===== src/rtl/ifetch.sv =====
// ifetch: instruction fetch front end.
// Holds the fetch PC and a two-entry in-order output buffer toward decode.
// A small IDLE/WAIT/DROP sequencer drives a single-outstanding request
// memory port. On a branch or jump redirect the buffer is flushed and
// fetching restarts from the new address. If a request is still open when
// the redirect arrives, its response is discarded when it returns.
// Optional build macro: IFETCH_ALIGN_CHECK_EN. When it is defined, a
// misaligned redirect target is rejected and raises the sticky addr_err.
// When it is undefined, the low two target bits are cleared and addr_err
// is tied low.
module ifetch #(
  parameter logic [31:0] RESET_PC = 32'h0000_0000
) (
  input  logic        clk,
  input  logic        rst,
  output logic        imem_req,
  output logic [31:0] imem_addr,
  input  logic        imem_ack,
  input  logic [31:0] imem_rdata,
  output logic        inst_valid,
  input  logic        inst_ready,
  output logic [31:0] inst,
  output logic [31:0] inst_pc,
  output logic [5:0]  opcode,
  input  logic        redirect,
  input  logic [31:0] redirect_pc,
  output logic        addr_err
);

  typedef enum logic [1:0] {
    S_IDLE = 2'd0,
    S_WAIT = 2'd1,
    S_DROP = 2'd2
  } state_t;

  // Sequential successor of a fetch address; wraps modulo 2^32.
  function automatic logic [31:0] pc_inc(input logic [31:0] pc);
    return pc + 32'd4;
  endfunction

  // Buffer occupancy that still leaves room for one more fetch.
  function automatic logic room_for_fetch(input logic [1:0] cnt);
    return (cnt < 2'd2);
  endfunction

  // Registered state
  state_t      state_r;
  logic [31:0] pc_r;          // next address to fetch (or redirect target while dropping)
  logic [31:0] addr_r;        // address currently presented to memory
  logic [1:0]  count_r;       // buffer occupancy, 0..2
  logic [31:0] ent0_inst_r;   // buffer head
  logic [31:0] ent0_pc_r;
  logic [31:0] ent1_inst_r;   // buffer second entry
  logic [31:0] ent1_pc_r;

  // Combinational helpers
  logic        redir_s;       // redirect that actually takes effect
  logic [31:0] redir_pc_s;    // target address used on an effective redirect
  logic        issue_ok_s;
  logic        fetch_done_s;  // request completes this cycle
  logic        push_s;
  logic        pop_s;
  state_t      state_nxt_s;
  logic [31:0] pc_nxt_s;
  logic [31:0] addr_nxt_s;

`ifdef IFETCH_ALIGN_CHECK_EN
  logic misalign_s;
  logic addr_err_r;

  // Reject misaligned targets; an accepted target is used as-is.
  always_comb begin
    misalign_s = redirect && (redirect_pc[1:0] != 2'b00);
    redir_s    = redirect && !misalign_s;
    redir_pc_s = redirect_pc;
  end

  // Sticky misaligned-redirect flag, cleared only by reset.
  always_ff @(posedge clk or posedge rst) begin
    if (rst) begin
      addr_err_r <= 1'b0;
    end else if (misalign_s) begin
      addr_err_r <= 1'b1;
    end
  end

  assign addr_err = addr_err_r;
`else
  // Every redirect is taken; its target is forced to a word boundary.
  always_comb begin
    redir_s    = redirect;
    redir_pc_s = redirect_pc & 32'hFFFF_FFFC;
  end

  assign addr_err = 1'b0;
`endif

  assign issue_ok_s = room_for_fetch(count_r);

  // Memory request. In IDLE a fetch starts only when the buffer has room
  // and no redirect is arriving. In WAIT/DROP the open request stays
  // asserted until its ack. Reset kills the request immediately.
  always_comb begin
    imem_req = 1'b0;
    if (rst) begin
      imem_req = 1'b0;
    end else if (state_r == S_IDLE) begin
      imem_req = issue_ok_s && !redir_s;
    end else begin
      imem_req = 1'b1;
    end
  end

  assign imem_addr = addr_r;

  // Transfer qualifiers. A redirect discards incoming data and overrides any pop.
  always_comb begin
    fetch_done_s = imem_req && imem_ack;
    push_s       = fetch_done_s && (state_r != S_DROP) && !redir_s;
    pop_s        = inst_valid && inst_ready && !redir_s;
  end

  // Sequencer next state and fetch PC.
  always_comb begin
    state_nxt_s = state_r;
    pc_nxt_s    = pc_r;
    case (state_r)
      S_IDLE: begin
        if (redir_s) begin
          pc_nxt_s = redir_pc_s;
        end else if (imem_req) begin
          if (imem_ack) begin
            pc_nxt_s = pc_inc(pc_r);
          end else begin
            state_nxt_s = S_WAIT;
          end
        end else begin
          pc_nxt_s = pc_r;
        end
      end
      S_WAIT: begin
        if (imem_ack) begin
          state_nxt_s = S_IDLE;
          if (redir_s) begin
            pc_nxt_s = redir_pc_s;
          end else begin
            pc_nxt_s = pc_inc(pc_r);
          end
        end else if (redir_s) begin
          // Response still pending: keep the port stable and drop its data later.
          pc_nxt_s    = redir_pc_s;
          state_nxt_s = S_DROP;
        end else begin
          state_nxt_s = S_WAIT;
        end
      end
      S_DROP: begin
        if (redir_s) begin
          pc_nxt_s = redir_pc_s;
        end else begin
          pc_nxt_s = pc_r;
        end
        if (imem_ack) begin
          state_nxt_s = S_IDLE;
        end else begin
          state_nxt_s = S_DROP;
        end
      end
      default: begin
        state_nxt_s = S_IDLE;
        pc_nxt_s    = pc_r;
      end
    endcase
  end

  // Memory address tracks the PC whenever the port is free. It is frozen
  // while a request is open.
  always_comb begin
    if (state_nxt_s == S_IDLE) begin
      addr_nxt_s = pc_nxt_s;
    end else begin
      addr_nxt_s = addr_r;
    end
  end

  // Sequencer, PC and presented-address registers.
  always_ff @(posedge clk or posedge rst) begin
    if (rst) begin
      state_r <= S_IDLE;
      pc_r    <= RESET_PC;
      addr_r  <= RESET_PC;
    end else begin
      state_r <= state_nxt_s;
      pc_r    <= pc_nxt_s;
      addr_r  <= addr_nxt_s;
    end
  end

  // Two-entry output buffer. Entry 0 is always the head, so the decode
  // outputs come straight from registers.
  always_ff @(posedge clk or posedge rst) begin
    if (rst) begin
      count_r     <= 2'd0;
      ent0_inst_r <= 32'd0;
      ent0_pc_r   <= 32'd0;
      ent1_inst_r <= 32'd0;
      ent1_pc_r   <= 32'd0;
    end else if (redir_s) begin
      count_r <= 2'd0;
    end else begin
      case ({push_s, pop_s})
        2'b10: begin
          if (count_r == 2'd0) begin
            ent0_inst_r <= imem_rdata;
            ent0_pc_r   <= addr_r;
          end else begin
            ent1_inst_r <= imem_rdata;
            ent1_pc_r   <= addr_r;
          end
          count_r <= count_r + 2'd1;
        end
        2'b01: begin
          ent0_inst_r <= ent1_inst_r;
          ent0_pc_r   <= ent1_pc_r;
          count_r     <= count_r - 2'd1;
        end
        2'b11: begin
          if (count_r == 2'd1) begin
            ent0_inst_r <= imem_rdata;
            ent0_pc_r   <= addr_r;
          end else begin
            ent0_inst_r <= ent1_inst_r;
            ent0_pc_r   <= ent1_pc_r;
            ent1_inst_r <= imem_rdata;
            ent1_pc_r   <= addr_r;
          end
        end
        default: begin
          count_r <= count_r;
        end
      endcase
    end
  end

  assign inst_valid = (count_r != 2'd0);
  assign inst       = ent0_inst_r;
  assign inst_pc    = ent0_pc_r;
  assign opcode     = ent0_inst_r[31:26];

endmodule


===== config.mk =====
export PLATFORM = sky130hd
export DESIGN_NAME = ifetch
export DESIGN_NICKNAME = d
export VERILOG_FILES = /design/src/rtl/ifetch.sv
export SDC_FILE = /design/constraint.sdc
export NUM_CORES = 1
export LEC_CHECK = 0
export ABC_CLOCK_PERIOD_IN_PS = 10180
export CORE_AREA = 5 5 136 138
export CTS_BUF_LIST = sky130_fd_sc_hd__clkbuf_2
export DETAILED_ROUTE_END_ITERATION = 6
export DIE_AREA = 0 0 141 143
export PLACE_DENSITY = 0.88
export SKIP_LAST_GASP = 1
export SLEW_MARGIN = 20
export SYNTH_ARGS = -nofsm -noshare
export SYNTH_HDL_FRONTEND = slang
export SYNTH_SLANG_ARGS = --single-unit

===== constraint.sdc =====
create_clock -name clk -period 10.18 [get_ports clk]
set_clock_uncertainty 0.15 [all_clocks]
set_input_delay 3.054 -clock clk [delete_from_list [all_inputs] [get_ports clk]]
set_output_delay 3.054 -clock clk [all_outputs]
set_load 0.005 [all_outputs]

==> impl_metrics.json, run 1 <==
{
  "path_buf_inv": 4,
  "grt_overflow": 0,
  "die-width_um": 141,
  "crit_fanout": 29,
  "detail-route-antenna-nets": 0,
  "post-route-util_pct": 65.35,
  "grt_usage_pct": 22.20,
  "synthArstFlopShare_pct": 100.0,
  "grt_max_degree": 118,
  "seq_area_frac_synth_pct": 54.08,
  "syn_avg_cell_area_um2": 11.25,
  "fillers": 1343,
  "post_cts_buffers": 0,
  "cts_tree": "built",
  "clk_path_buf_depth": 2,
  "place.gp.congestion": 0.8786,
  "ys_ff_latch": 196,
  "netlist-cell-type-count": 73,
  "grt_pass1_vias": 6868,
  "r2r-start": "state_r[1]",
  "cp_top_family": "buffers and inverters",
  "crit_start": "redirect",
  "ys_warn_count": 0,
  "vias": 6789,
  "portBuffers": 170,
  "drc": 0,
  "status": "finished clean",
  "hp-class": "flip-flop to flip-flop",
  "ios": 174,
  "multiInputGateArea_um2": 3902,
  "synthFlopType": "dfrtp_1",
  "path_cells": "clkdlybuf4s50_1, buf_4, or2_2, a21o_1, inv_1, clkdlybuf4s50_1",
  "antenna_cells": 0,
  "maxSlewHeadroom_pct": 36.47,
  "power_mw": 2.543,
  "syn_inst": 806,
  "setup_viol": 0,
  "wl_per_cell_um": 18.26,
  "wl_mm": 21.62,
  "cpMaxStageDelayCell": "clkdlybuf4s50_1",
  "grt_antenna_before_repair": 0,
  "synthesis.area_um2": 9070,
  "hold_buffers": 0,
  "drt-initial-drc-count": 327,
  "seqCellArea_um2": 4905,
  "die_area_um2": 20160,
  "start_kind": "input pin",
  "nets": 1018,
  "die_h_um": 143,
  "p_leak_nw": 4.571,
  "start_util_pct": 53.18,
  "path_clk_slew_ns": 0.27,
  "grt_setup_unrepaired": "no",
  "finalCritPeriodShare_pct": 78.12,
  "grt_pass1_wl_mm": 35.85,
  "ir_worst_vdd_mv": 0.1399,
  "first_pass_iters": 4,
  "worstSkewPairLatency_ns": 0.76,
  "path_common_cell": "clkdlybuf4s50_1",
  "syn2layout_area_growth_pct": 22.90,
  "drv_slew": 0,
  "tns_ns": 0,
  "worstPathArrival_ns": 4.75,
  "maxCapViolCount": 0,
  "core_area_um2": 17060,
  "cts_made_buffers": 17,
  "hp-start": "inst[2]",
  "row_count": 48,
  "cts_htree_levels": 4,
  "via_per_inst": 5.734,
  "root_buffer": "clkbuf_2",
  "critPathKind": "input pin to output port",
  "period_minus_slack_ns": 7.952,
  "hold_viol": 0,
  "end_kind": "output port",
  "power.density_nw_per_um2": 228.1,
  "drive_above_1_share_pct": 15.85,
  "hpwlAfterDp_mm": 15.01,
  "critPathMaxStageDelay_ns": 0.50,
  "required_ns": 6.98,
  "worst_pin_slew_ns": 0.9530,
  "fmax_mhz": 125.8,
  "cts.sinks": 196,
  "syn_nets": 878,
  "synth-edff-count": 0,
  "cts-resized-gates": 0
}
-- per-stage QoR --
step,std cells,instance area [um^2],worst slack [ns],hold slack (ns)
detailed placement,1151,10870,2.242,0.3134
CTS,1183,11120,2.233,0.3727
global route,1184,11150,2.116,0.3928
floorplan,806,9070,1.635,0.2945
global placement,1151,10870,2.240,0.3098
finish,1184,11150,2.228,0.3671
-- worst min-delay path: stages (launching register included) --
cell and delay (ns):
dfrtp_1 0.41, nand2_1 0.05, o21ai_0 0.06
-- state kept, by name, indices dropped and copies added, names as in the netlist --
register and flops:
inst_pc 32, inst 32, ent1_inst_r 32, count_r 2, pc_r 32, state_r 2, imem_addr 32, ent1_pc_r 32
-- where the power goes --
group | internal, mW | switching, mW
logic | 0.535 | 0.394
clock network | 0.119 | 0.273
registers | 1.05 | 0.172
-- cells in the mapped netlist (all sizes together) (2+ instances only) --
| library cell | instances | area (um^2) |
|---|---|---|
| a211oi | 6 | 45.04 |
| a21oi | 22 | 110.1 |
| a221oi | 6 | 52.55 |
| a311oi | 2 | 17.52 |
| a31oi | 4 | 25.02 |
| and2 | 6 | 38.79 |
| and3 | 5 | 37.54 |
| buf | 21 | 135.1 |
| clkbuf | 35 | 131.4 |
| dfrtp | 196 | 4905 |
| ha | 3 | 37.54 |
| inv | 8 | 30.03 |
| mux2 | 87 | 983.4 |
| mux2i | 67 | 670.6 |
| nand2 | 93 | 349.1 |
| nand3 | 13 | 70.07 |
| nand4 | 9 | 77.57 |
| nor2 | 41 | 153.9 |
| nor2b | 2 | 12.51 |
| nor3 | 15 | 85.08 |
| nor4 | 7 | 62.56 |
| o211a | 2 | 20.02 |
| o211ai | 3 | 27.52 |
| o21a | 3 | 22.52 |
| o21ai | 75 | 375.4 |
| o221ai | 2 | 17.52 |
| o22ai | 11 | 68.82 |
| o311ai | 2 | 17.52 |
| o31ai | 2 | 15.01 |
| o41ai | 5 | 51.30 |
| or2 | 3 | 18.77 |
| or3 | 12 | 75.07 |
| or4 | 5 | 41.29 |
| xnor2 | 8 | 70.07 |
| xor2 | 3 | 26.28 |
-- routing by layer --
layer  wire length, um  vias up  GRT usage, %
li1                  -     3184             -
met1              9256     3335         29.17
met2             10360      240         36.49
met3              1626       30         5.961
met4               377        0         6.578
met5                 0        -             0
-- logic make-up after synthesis --
logic type,after synthesis,synth area share [%]
buffers and inverters,64,3.269
XOR/XNOR,11,1.062
adder cells (fa/ha/maj),3,0.4139
multiplexers,154,18.24
AO/OA/AOI/OAI,159,10.93
AND/OR/NAND/NOR,218,11.97
flip-flops,196,54.08
other,1,0.04135
-- layout make-up --
cell class,count,area share (%)
Multi-Input combinational cell,546,35.01
Timing Repair Buffer,177,15.95
Clock buffer,19,0.8531
Inverter,8,0.3367
Tap cell,225,2.526
Clock inverter,13,1.325
Sequential cell,196,44.00
-- worst paths after layout --
path	endpoint	slack [ns]	cells after the start
setup / recovery	imem_req	2.23	6
hold / removal	inst[2]	0.37	2
setup reg to reg	inst[25]	7.39	5
hold reg to reg	inst[2]	0.37	2
max in group asynchronous	inst_pc[20]	5.85	3
min in group asynchronous	inst_pc[28]	2.86	2
-- placed cells by master, fill, tap and decap left out, drive strengths merged, types with 9 or more instances in the layout --
master / synthesis / routed
a21oi: 22 / 22
clkbuf: 35 / 19
clkdlybuf4s50: 0 / 170
dfrtp: 196 / 196
inv: 8 / 14
mux2: 87 / 87
mux2i: 67 / 67
nand2: 93 / 93
nand3: 13 / 13
nand4: 9 / 9
nor2: 41 / 41
nor3: 15 / 15
o21ai: 75 / 75
o22ai: 11 / 11
or3: 12 / 12
Note: power is estimated with default switching activity, not from simulation.
==> run 2: changes to the inputs <==
Settings changed: ABC_CLOCK_PERIOD_IN_PS 10180 to 7000, CORE_AREA 5 5 136 138 to 5 5 143 145, DIE_AREA 0 0 141 143 to 0 0 148 150, PLACE_DENSITY 0.88 to 0.84.
Clock period 10.18 ns to 7 ns, I/O delays scaled along.
==> impl_metrics.json, run 2 (same netlist as run 1, synthesis figures left out) <==
{
  "nets": 1018,
  "clkPwrFrac_pct": 14.6,
  "wl_per_cell_um": 18.01,
  "fillers": 1564,
  "required_ns": 4.75,
  "cts_made_buffers": 17,
  "clk_path_buf_depth": 2,
  "start_util_pct": 47.54,
  "grt_pass1_vias": 6831,
  "grt_pass1_wl_mm": 35.38,
  "place.gp.congestion": 0.8663,
  "ir_worst_vdd_mv": 0.1932,
  "hpwlAfterDp_mm": 14.71,
  "row_count": 51,
  "post_cts_buffers": 0,
  "drt-initial-drc-count": 332,
  "p_comb_share_pct": 36.6,
  "hp-class": "flip-flop to flip-flop",
  "first_pass_iters": 7,
  "setup_viol": 0,
  "grt_antenna_before_repair": 2,
  "crit_fanout": 2,
  "status": "finished clean",
  "power.density_nw_per_um2": 327.4,
  "hold_ws_ns": 0.3683,
  "power_switching_share_pct": 33.33,
  "drc": 0,
  "tns_ns": 0,
  "mostFrequentLayoutCells": "dfrtp_1, clkdlybuf4s50_1, nand2_1",
  "maxSlewHeadroom_pct": 35.48,
  "worstSkewPairLatency_ns": 0.76,
  "drv_slew": 0,
  "start_kind": "input pin",
  "p_leak_nw": 4.542,
  "drive_above_1_share_pct": 15.66,
  "wl_mm": 21.56,
  "grt_setup_unrepaired": "no",
  "end_kind": "output port",
  "die-width_um": 148,
  "critPathKind": "input pin to output port",
  "p_int_mw": 2.431,
  "cts-resized-gates": 0,
  "cts.sinks": 196,
  "hold_buffers": 0,
  "portBuffers": 170,
  "grt_max_degree": 157,
  "finalCritPeriodShare_pct": 83.13,
  "period_minus_slack_ns": 5.819,
  "worstPathArrival_ns": 3.57,
  "die_h_um": 150,
  "worst_pin_slew_ns": 0.9678,
  "final_common_cell": "dfrtp_1",
  "die_area_um2": 22200,
  "maxCapViolCount": 0,
  "cts_htree_levels": 4,
  "seqPwrFrac_pct": 48.7,
  "cts_tree": "built",
  "grt_usage_pct": 19.86,
  "core_area_um2": 19080,
  "via_per_inst": 5.637,
  "ios": 174,
  "fmax_mhz": 171.9,
  "p_sw_mw": 1.215,
  "detail-route-antenna-nets": 0,
  "syn2layout_area_growth_pct": 22.78,
  "grt_overflow": 0,
  "root_buffer": "clkbuf_2",
  "power_mw": 3.646,
  "hold_viol": 0,
  "vias": 6747,
  "path_clk_slew_ns": 0.28
}
==> run 2: final cells by class <==
class	count	area (um^2)	share of cell area [%]
Sequential cell	196	4905	44.04
Clock buffer	18	90.09	0.8090
Inverter	8	33.78	0.3034
Antenna cell	1	2.502	0.02247
Multi-Input combinational cell	546	3902	35.04
Timing Repair Buffer	177	1779	15.98
Clock inverter	13	125.1	1.124
Tap cell	238	297.8	2.674
==> run 2: path summary, 6_finish.rpt <==
path	startpoint	endpoint	slack, ns	cells past startpoint
hold reg to reg	inst[12]	inst[12]	0.37	2
hold / removal	inst[12]	inst[12]	0.37	2
setup reg to reg	count_r[1]	inst_pc[18]	4.23	8
min in group asynchronous	rst	imem_addr[5]	1.89	3
setup / recovery	redirect	imem_req	1.18	5
max in group asynchronous	rst	pc_r[19]	4.12	3
==> run 2: stage by stage <==
step / util, % / cell area, um^2 / instances / worst slack [ns]
2_1_floorplan: - / 9074 / 806 / 2.002
3_3_place_gp: 57.22 / 10920 / 1165 / 1.215
3_5_place_dp: 57.22 / 10920 / 1165 / 1.181
4_1_cts: 58.35 / 11130 / 1196 / 1.181
5_1_grt: 58.36 / 11140 / 1197 / 1.096
6_report: 58.36 / 11140 / 1197 / 1.181
==> run 2: per-layer routing <==
layer,vias up,global-route usage [%],part of all wire [%]
met3,18,5.482,6.8
met2,214,32.56,48
li1,3169,-,-
met1,3344,26.54,44
met5,-,0,0.060
met4,2,4.573,1.1
==> run 2: power groups by stage <==
stage / sequential [mW] / clock (mW) / combinational [mW]
after floorplan: 1.76 / 0 / 0.718
after detailed placement: 1.81 / 0 / 1.36
after global routing: 1.84 / 0.599 / 1.48
final: 1.78 / 0.534 / 1.34
after CTS: 1.78 / 0.552 / 1.36
after global placement: 1.78 / 0 / 1.31
==> run 2: worst max-delay path, stage by stage <==
cell and delay, ns:
clkdlybuf4s50_1 0.43, or2_2 0.30, a21o_1 0.18, inv_1 0.06
clkdlybuf4s50_1 0.51
